`src/rtl/alu_pkg.sv`:
```
// Shared definitions for the ALU control path: ALU opcodes, sequencer state
// encoding, data_in source codes and operand source kinds.
package alu_pkg;

    // ALU opcodes, shared with the ALU itself
    localparam logic [4:0] OP_ADD = 5'b00000;
    localparam logic [4:0] OP_ADC = 5'b00001;
    localparam logic [4:0] OP_SUB = 5'b00010;
    localparam logic [4:0] OP_SBB = 5'b00011;
    localparam logic [4:0] OP_ANA = 5'b00100;
    localparam logic [4:0] OP_XRA = 5'b00101;
    localparam logic [4:0] OP_ORA = 5'b00110;
    localparam logic [4:0] OP_CMP = 5'b00111;
    localparam logic [4:0] OP_RLC = 5'b01000;
    localparam logic [4:0] OP_RRC = 5'b01001;
    localparam logic [4:0] OP_RAL = 5'b01010;
    localparam logic [4:0] OP_RAR = 5'b01011;
    localparam logic [4:0] OP_DAA = 5'b01100;
    localparam logic [4:0] OP_CMA = 5'b01101;
    localparam logic [4:0] OP_STC = 5'b01110;
    localparam logic [4:0] OP_CMC = 5'b01111;
    localparam logic [4:0] OP_INR = 5'b10000;
    localparam logic [4:0] OP_DCR = 5'b10001;

    localparam logic [2:0] ST_IDLE     = 3'd0;
    localparam logic [2:0] ST_WAIT_MEM = 3'd1;
    localparam logic [2:0] ST_LOAD     = 3'd2;
    localparam logic [2:0] ST_EXEC     = 3'd3;
    localparam logic [2:0] ST_DONE     = 3'd4;

    // bus_sel codes; 000-101 match the 8085 sss register field
    localparam logic [2:0] BUS_B   = 3'b000;
    localparam logic [2:0] BUS_C   = 3'b001;
    localparam logic [2:0] BUS_D   = 3'b010;
    localparam logic [2:0] BUS_E   = 3'b011;
    localparam logic [2:0] BUS_H   = 3'b100;
    localparam logic [2:0] BUS_L   = 3'b101;
    localparam logic [2:0] BUS_MEM = 3'b110;
    localparam logic [2:0] BUS_A   = 3'b111;

    typedef enum logic [1:0] {
        SRC_NONE,
        SRC_REG,
        SRC_MEM_M,
        SRC_MEM_IMM
    } src_kind_e;

endpackage

```
`src/rtl/alu_seq_decode.sv`:
```
// Combinational decode of an 8085 arithmetic/logic instruction byte into the
// ALU opcode, the operand source and the register code feeding bus_sel.
module alu_seq_decode
    import alu_pkg::*;
(
    input  logic [7:0] i_instr,
    output logic [4:0] o_opcode,
    output src_kind_e  o_src_kind,
    output logic [2:0] o_reg_code,
    output logic       o_legal
);

    always_comb begin
        o_opcode   = OP_ADD;
        o_src_kind = SRC_NONE;
        o_reg_code = BUS_B;
        o_legal    = 1'b0;
        if (i_instr[7:6] == 2'b10) begin
            // sss = 110 addresses memory through HL rather than a register
            o_opcode   = {2'b00, i_instr[5:3]};
            o_reg_code = i_instr[2:0];
            o_src_kind = (i_instr[2:0] == BUS_MEM) ? SRC_MEM_M : SRC_REG;
            o_legal    = 1'b1;
        end else if (i_instr[7:6] == 2'b11 && i_instr[2:0] == 3'b110) begin
            o_opcode   = {2'b00, i_instr[5:3]};
            o_reg_code = BUS_MEM;
            o_src_kind = SRC_MEM_IMM;
            o_legal    = 1'b1;
        end else if (i_instr[7:6] == 2'b00 && i_instr[2:0] == 3'b111) begin
            o_opcode = {2'b01, i_instr[5:3]};
            o_legal  = 1'b1;
        end else if (i_instr == 8'h3C) begin
            o_opcode = OP_INR;
            o_legal  = 1'b1;
        end else if (i_instr == 8'h3D) begin
            o_opcode = OP_DCR;
            o_legal  = 1'b1;
        end
    end

endmodule

```
`src/rtl/alu_sequencer.sv`:
```
// Control stage in front of the 8-bit ALU: decodes one instruction per
// transaction, fetches the operand if needed and strobes TMP load then execute.
module alu_sequencer
    import alu_pkg::*;
#(
    parameter int MEM_TIMEOUT = 15
) (
    input  logic       clk,
    input  logic       rst,
    input  logic       start,
    input  logic [7:0] instr,
    output logic       busy,
    output logic       done,
    output logic       err,
    output logic       mem_req,
    output logic       mem_kind,
    input  logic       mem_ready,
    output logic [2:0] bus_sel,
    output logic [4:0] alu_opcode,
    output logic       alu_tmp_write_en,
    output logic       alu_ctrl_sig
);

    localparam int CNT_W = (MEM_TIMEOUT > 0) ? $clog2(MEM_TIMEOUT + 1) : 1;
    localparam logic [CNT_W-1:0] CNT_LAST = CNT_W'((MEM_TIMEOUT > 0) ? MEM_TIMEOUT - 1 : 0);

    logic [2:0]       r_state;
    logic [CNT_W-1:0] r_cnt;
    logic             r_err;
    src_kind_e        r_src;
    logic [2:0]       r_reg_code;
    logic [4:0]       r_opcode;

    logic [4:0] w_opcode;
    src_kind_e  w_src_kind;
    logic [2:0] w_reg_code;
    logic       w_legal;
    logic       w_timeout;
    logic       w_mem_src;

    alu_seq_decode u_decode (
        .i_instr    (instr),
        .o_opcode   (w_opcode),
        .o_src_kind (w_src_kind),
        .o_reg_code (w_reg_code),
        .o_legal    (w_legal)
    );

    // r_cnt holds the number of WAIT_MEM cycles already completed, so the
    // abort fires at the end of the MEM_TIMEOUT-th cycle
    assign w_timeout = (MEM_TIMEOUT > 0) && (r_cnt == CNT_LAST);
    assign w_mem_src = (r_src == SRC_MEM_M) || (r_src == SRC_MEM_IMM);

    always_ff @(posedge clk) begin
        if (rst) begin
            r_state    <= ST_IDLE;
            r_cnt      <= '0;
            r_err      <= 1'b0;
            r_src      <= SRC_NONE;
            r_reg_code <= BUS_B;
            r_opcode   <= OP_ADD;
        end else begin
            case (r_state)
                ST_IDLE: begin
                    if (start) begin
                        r_opcode   <= w_opcode;
                        r_src      <= w_src_kind;
                        r_reg_code <= w_reg_code;
                        r_err      <= !w_legal;
                        r_cnt      <= '0;
                        if (!w_legal) begin
                            r_state <= ST_DONE;
                        end else begin
                            case (w_src_kind)
                                SRC_NONE: r_state <= ST_EXEC;
                                SRC_REG:  r_state <= ST_LOAD;
                                default:  r_state <= ST_WAIT_MEM;
                            endcase
                        end
                    end
                end
                ST_WAIT_MEM: begin
                    r_cnt <= r_cnt + CNT_W'(1);
                    // data arriving on the last allowed cycle still counts
                    if (mem_ready) begin
                        r_state <= ST_LOAD;
                    end else if (w_timeout) begin
                        r_err   <= 1'b1;
                        r_state <= ST_DONE;
                    end
                end
                ST_LOAD: r_state <= ST_EXEC;
                ST_EXEC: r_state <= ST_DONE;
                ST_DONE: r_state <= ST_IDLE;
                default: r_state <= ST_IDLE;
            endcase
        end
    end

    assign busy             = (r_state != ST_IDLE);
    assign done             = (r_state == ST_DONE);
    assign err              = (r_state == ST_DONE) && r_err;
    assign mem_req          = (r_state == ST_WAIT_MEM) || ((r_state == ST_LOAD) && w_mem_src);
    assign mem_kind         = mem_req && (r_src == SRC_MEM_IMM);
    assign alu_opcode       = r_opcode;
    assign alu_tmp_write_en = (r_state == ST_LOAD);
    assign alu_ctrl_sig     = (r_state == ST_EXEC);

    always_comb begin
        bus_sel = BUS_B;
        if (r_state == ST_WAIT_MEM) begin
            bus_sel = BUS_MEM;
        end else if (r_state == ST_LOAD) begin
            bus_sel = r_reg_code;
        end
    end

endmodule

```
`config.mk`:
```
export PLATFORM = sky130hd
export DESIGN_NAME = alu_sequencer
export DESIGN_NICKNAME = d
export VERILOG_FILES = /design/src/rtl/alu_pkg.sv /design/src/rtl/alu_seq_decode.sv /design/src/rtl/alu_sequencer.sv
export SDC_FILE = /design/constraint.sdc
export NUM_CORES = 1
export LEC_CHECK = 0
export CAP_MARGIN = 20
export CELL_PAD_IN_SITES_DETAIL_PLACEMENT = 1
export CELL_PAD_IN_SITES_GLOBAL_PLACEMENT = 2
export CORE_UTILIZATION = 24
export CTS_CLUSTER_DIAMETER = 60
export DETAILED_ROUTE_END_ITERATION = 12
export GPL_TIMING_DRIVEN = 0
export PLACE_DENSITY_LB_ADDON = 0.05
export SLEW_MARGIN = 20
export SYNTH_ARGS = -nofsm -noshare
export SYNTH_HDL_FRONTEND = slang
export SYNTH_SLANG_ARGS = --single-unit
```
`constraint.sdc`:
```
create_clock -name clk -period 1.55 [get_ports clk]
set_clock_uncertainty 0.2 [all_clocks]
set_input_delay 0.31 -clock clk [delete_from_list [all_inputs] [get_ports clk]]
set_output_delay 0.31 -clock clk [all_outputs]
set_load 0.01 [all_outputs]
```
==> impl_metrics.tcl <==
set metrics [dict create \
    setup_viol 28 \
    critPathCaptureType "output pin" \
    reg2reg_slack_ps -350 \
    fmax_ghz 0.496 \
    cts_buffers 3 \
    nets 203 \
    finalPower_mw 1.75 \
    crit_path_end "mem_kind" \
    final_cell_mix "18 x buf_4, 13 x dfxtp_1, 12 x nand2_1, 10 x buf_6, 10 x a21oi_1" \
    p_clk_share_pct 23.2 \
    fillerInstances 471 \
    clockBufferDepth 2 \
    post-dp-hpwl_mm 2.39 \
    final_common_cell "buf_4" \
    cts_hold_buffers 0 \
    clk-insertion-delay-late_ps 260 \
    top_layer "met4" \
    violations "setup timing" \
    gr-total-overflow 0 \
    p_sw_mw 0.586 \
    worst_pin_slew_ps 611 \
    slew_headroom_pct 59.2 \
    io-pin-count 27 \
    wl_per_cell_um 17.9 \
    worstPathMaxFanout 5 \
    netlist_area_sq_um 1060 \
    synthSimpleGateAreaFrac_pct 37.5 \
    firstDrtPassIters 4 \
    worstPathRequired_ps 1040 \
    wl_met3_um 99 \
    antenna_found_initial 0 \
    power_frac_seq_pct 29.6 \
    grt_pass1_vias 1221 \
    yosys-top-cells-area "dfxtp_1 34%, nand2_1 7.1%, a21oi_1 6.6%" \
    cts_tree "built" \
    path_clk_slew_ps 80 \
    r2r_cells 7 \
    synth_fp_nets 145 \
    drv_slew 0 \
    post-route-util_pct 48.5 \
    synth_seq_area_share_pct 34.0 \
    grtUsageTotal_pct 18.7 \
    die-height_um 68.4 \
    start_kind "flop" \
    status "finished, violations left" \
    leakagePower_nw 0.834 \
    antenna_cells 0 \
    pwr-share-comb_pct 47.2 \
    drc_errors 0 \
    switching_share_pct 33.4 \
    vdd_drop_max_uv 303 \
    syn_area_per_cell_sq_um 8.08 \
    synth_top_area_cell "dfxtp_1" \
    layout-drive-gt1-share_pct 52.7 \
    synth_compound_area_share_pct 17.8 \
    place.gp.congestion 0.801 \
    critPathLaunch "r_state[1]" \
    rows 23 \
    synthAdderAreaFrac_pct 2.36 \
    synth_xor_area_share_pct 1.65 \
    timing.rr.start "r_state[1]" \
    yosysUniqueCellTypes 37 \
    max-cap-violations 0 \
    fin_crit_ps 2020 \
    die_x_um 68.4 \
    fin_ws_ps -466 \
    final_hold_viol_count 0 \
    wl_met1_mm 1.85 \
    syn_inst 131 \
    wl_mm 4.27 \
    cts_max_level 1 \
    p_int_mw 1.17 \
    grt_pass1_wl_mm 6.13 \
    post_drt_via_cell_ratio 5.02 \
    worstSetupPathType "reg2out" \
    fin_crit_sh_pct 130 \
    synthMuxAreaShare_pct 0 \
    grt_max_degree 11 \
    ant_nets 0 \
    clkSinkCount 18 \
    drt_iter0_drc 24 \
    coreArea_sq_um 4120 \
    die_area_sq_um 4680 \
    root_buffer "clkbuf_8" \
    hold_path_class "in2reg" \
    arrival_ps 1510 \
    ys_ff_latch 18 \
    r2r-end "r_src[1]" \
    tns_ps -7640 \
    yosysTopAreaCellShare_pct 34.0 \
    area_growth_pct 88.5 \
    num_vias 1195 \
    synth_top_family_by_area "simple AND/OR/NAND/NOR gates" \
    port_buffers 24 \
    p_per_area_nw_per_um2 879 \
    wl_met2_mm 2.27 \
    synth_warnings 0 \
    rsz0062_at_grt "true" \
    initial_utilization_pct 25.7 \
]
## timing repair
item | CTS | global route
pin swaps | 17 | 9
buffers inserted | 18 | 9
setup endpoints to repair | 33 | 28
gates cloned | 3 | 1
resized for setup | 93 | 39
## area by class of cell
| cell class | count | area (sq um) | share of cell area [%] |
|---|---|---|---|
| Multi-Input combinational cell | 100 | 880 | 44.1 |
| Timing Repair Buffer | 54 | 531 | 26.6 |
| Sequential cell | 18 | 372 | 18.6 |
| Buffer | 9 | 85.1 | 4.26 |
| Tap cell | 50 | 62.6 | 3.13 |
| Clock buffer | 4 | 55.1 | 2.76 |
| Inverter | 3 | 11.3 | 0.564 |
## power by group through the flow
stage	logic, mW	clock network, mW	registers [mW]
after floorplan	0.273	0	0.526
after global placement	0.445	0	0.525
after detailed placement	0.447	0	0.527
after CTS	0.721	0.410	0.518
after global routing	0.877	0.433	0.524
final	0.827	0.407	0.519
## critical path, cell delays in order, from the launching register on
cell     delay, ps
dfxtp_4        350
buf_8          130
or3b_4         420
nand2_4         70
and3_4         180
buf_6           90
## Yosys cell counts (all sizes together)
cell / count
o211ai: 2
clkbuf: 2
nor2b: 1
inv: 3
or3: 1
and3: 2
nor4b: 2
and2: 3
nand4b: 3
nor3: 6
nand3: 4
a31oi: 2
a21oi: 14
nand2: 20
xor2: 1
nor4: 2
or3b: 1
or4b: 1
nand2b: 3
o31a: 2
nor2: 10
dfxtp: 18
nor3b: 4
a21o: 1
nand3b: 1
a2111oi: 1
buf: 8
o311ai: 2
o21ai: 5
ha: 2
xnor2: 1
and3b: 2
a311oi: 1
## per-layer routing
layer,track usage (%),up-vias
li1,-,586
met5,0,-
met3,3.00,6
met1,21.4,584
met2,34.6,19
met4,6.51,0
## cells by family after synthesis
group                    after synthesis
buffers and inverters                 13
AO/OA/AOI/OAI                         30
flip-flops                            18
adder cells (fa/ha/maj)                2
XOR/XNOR                               2
AND/OR/NAND/NOR                       66
## stage by stage
stage | hold slack [ps] | instance area [sq um] | cells | setup slack (ps)
detailed placement | 250 | 1400 | 205 | -745
global route | 252 | 2000 | 238 | -509
CTS | 234 | 1840 | 230 | -521
global placement | 241 | 1400 | 205 | -743
finish | 237 | 2000 | 238 | -466
floorplan | 227 | 1100 | 131 | -166
## worst min path at each step
stage | from | end | slack (ps) | depth (start not counted)
final | instr[7] | r_src[1] | 240 | 3
after global routing | instr[7] | r_src[1] | 250 | 3
after CTS | instr[7] | r_reg_code[1] | 230 | 3
after detailed placement | r_reg_code[0] | r_reg_code[0] | 250 | 2
after global placement | alu_opcode[2] | alu_opcode[2] | 240 | 2
after floorplan | r_reg_code[0] | r_reg_code[0] | 230 | 2
## registers in the layout, summed over array words and instances (netlist names)
name and cells:
alu_opcode 5, r_cnt 4, r_err 1, r_reg_code 3, r_src 2, r_state 3
Power figures use the tool's default switching activity.
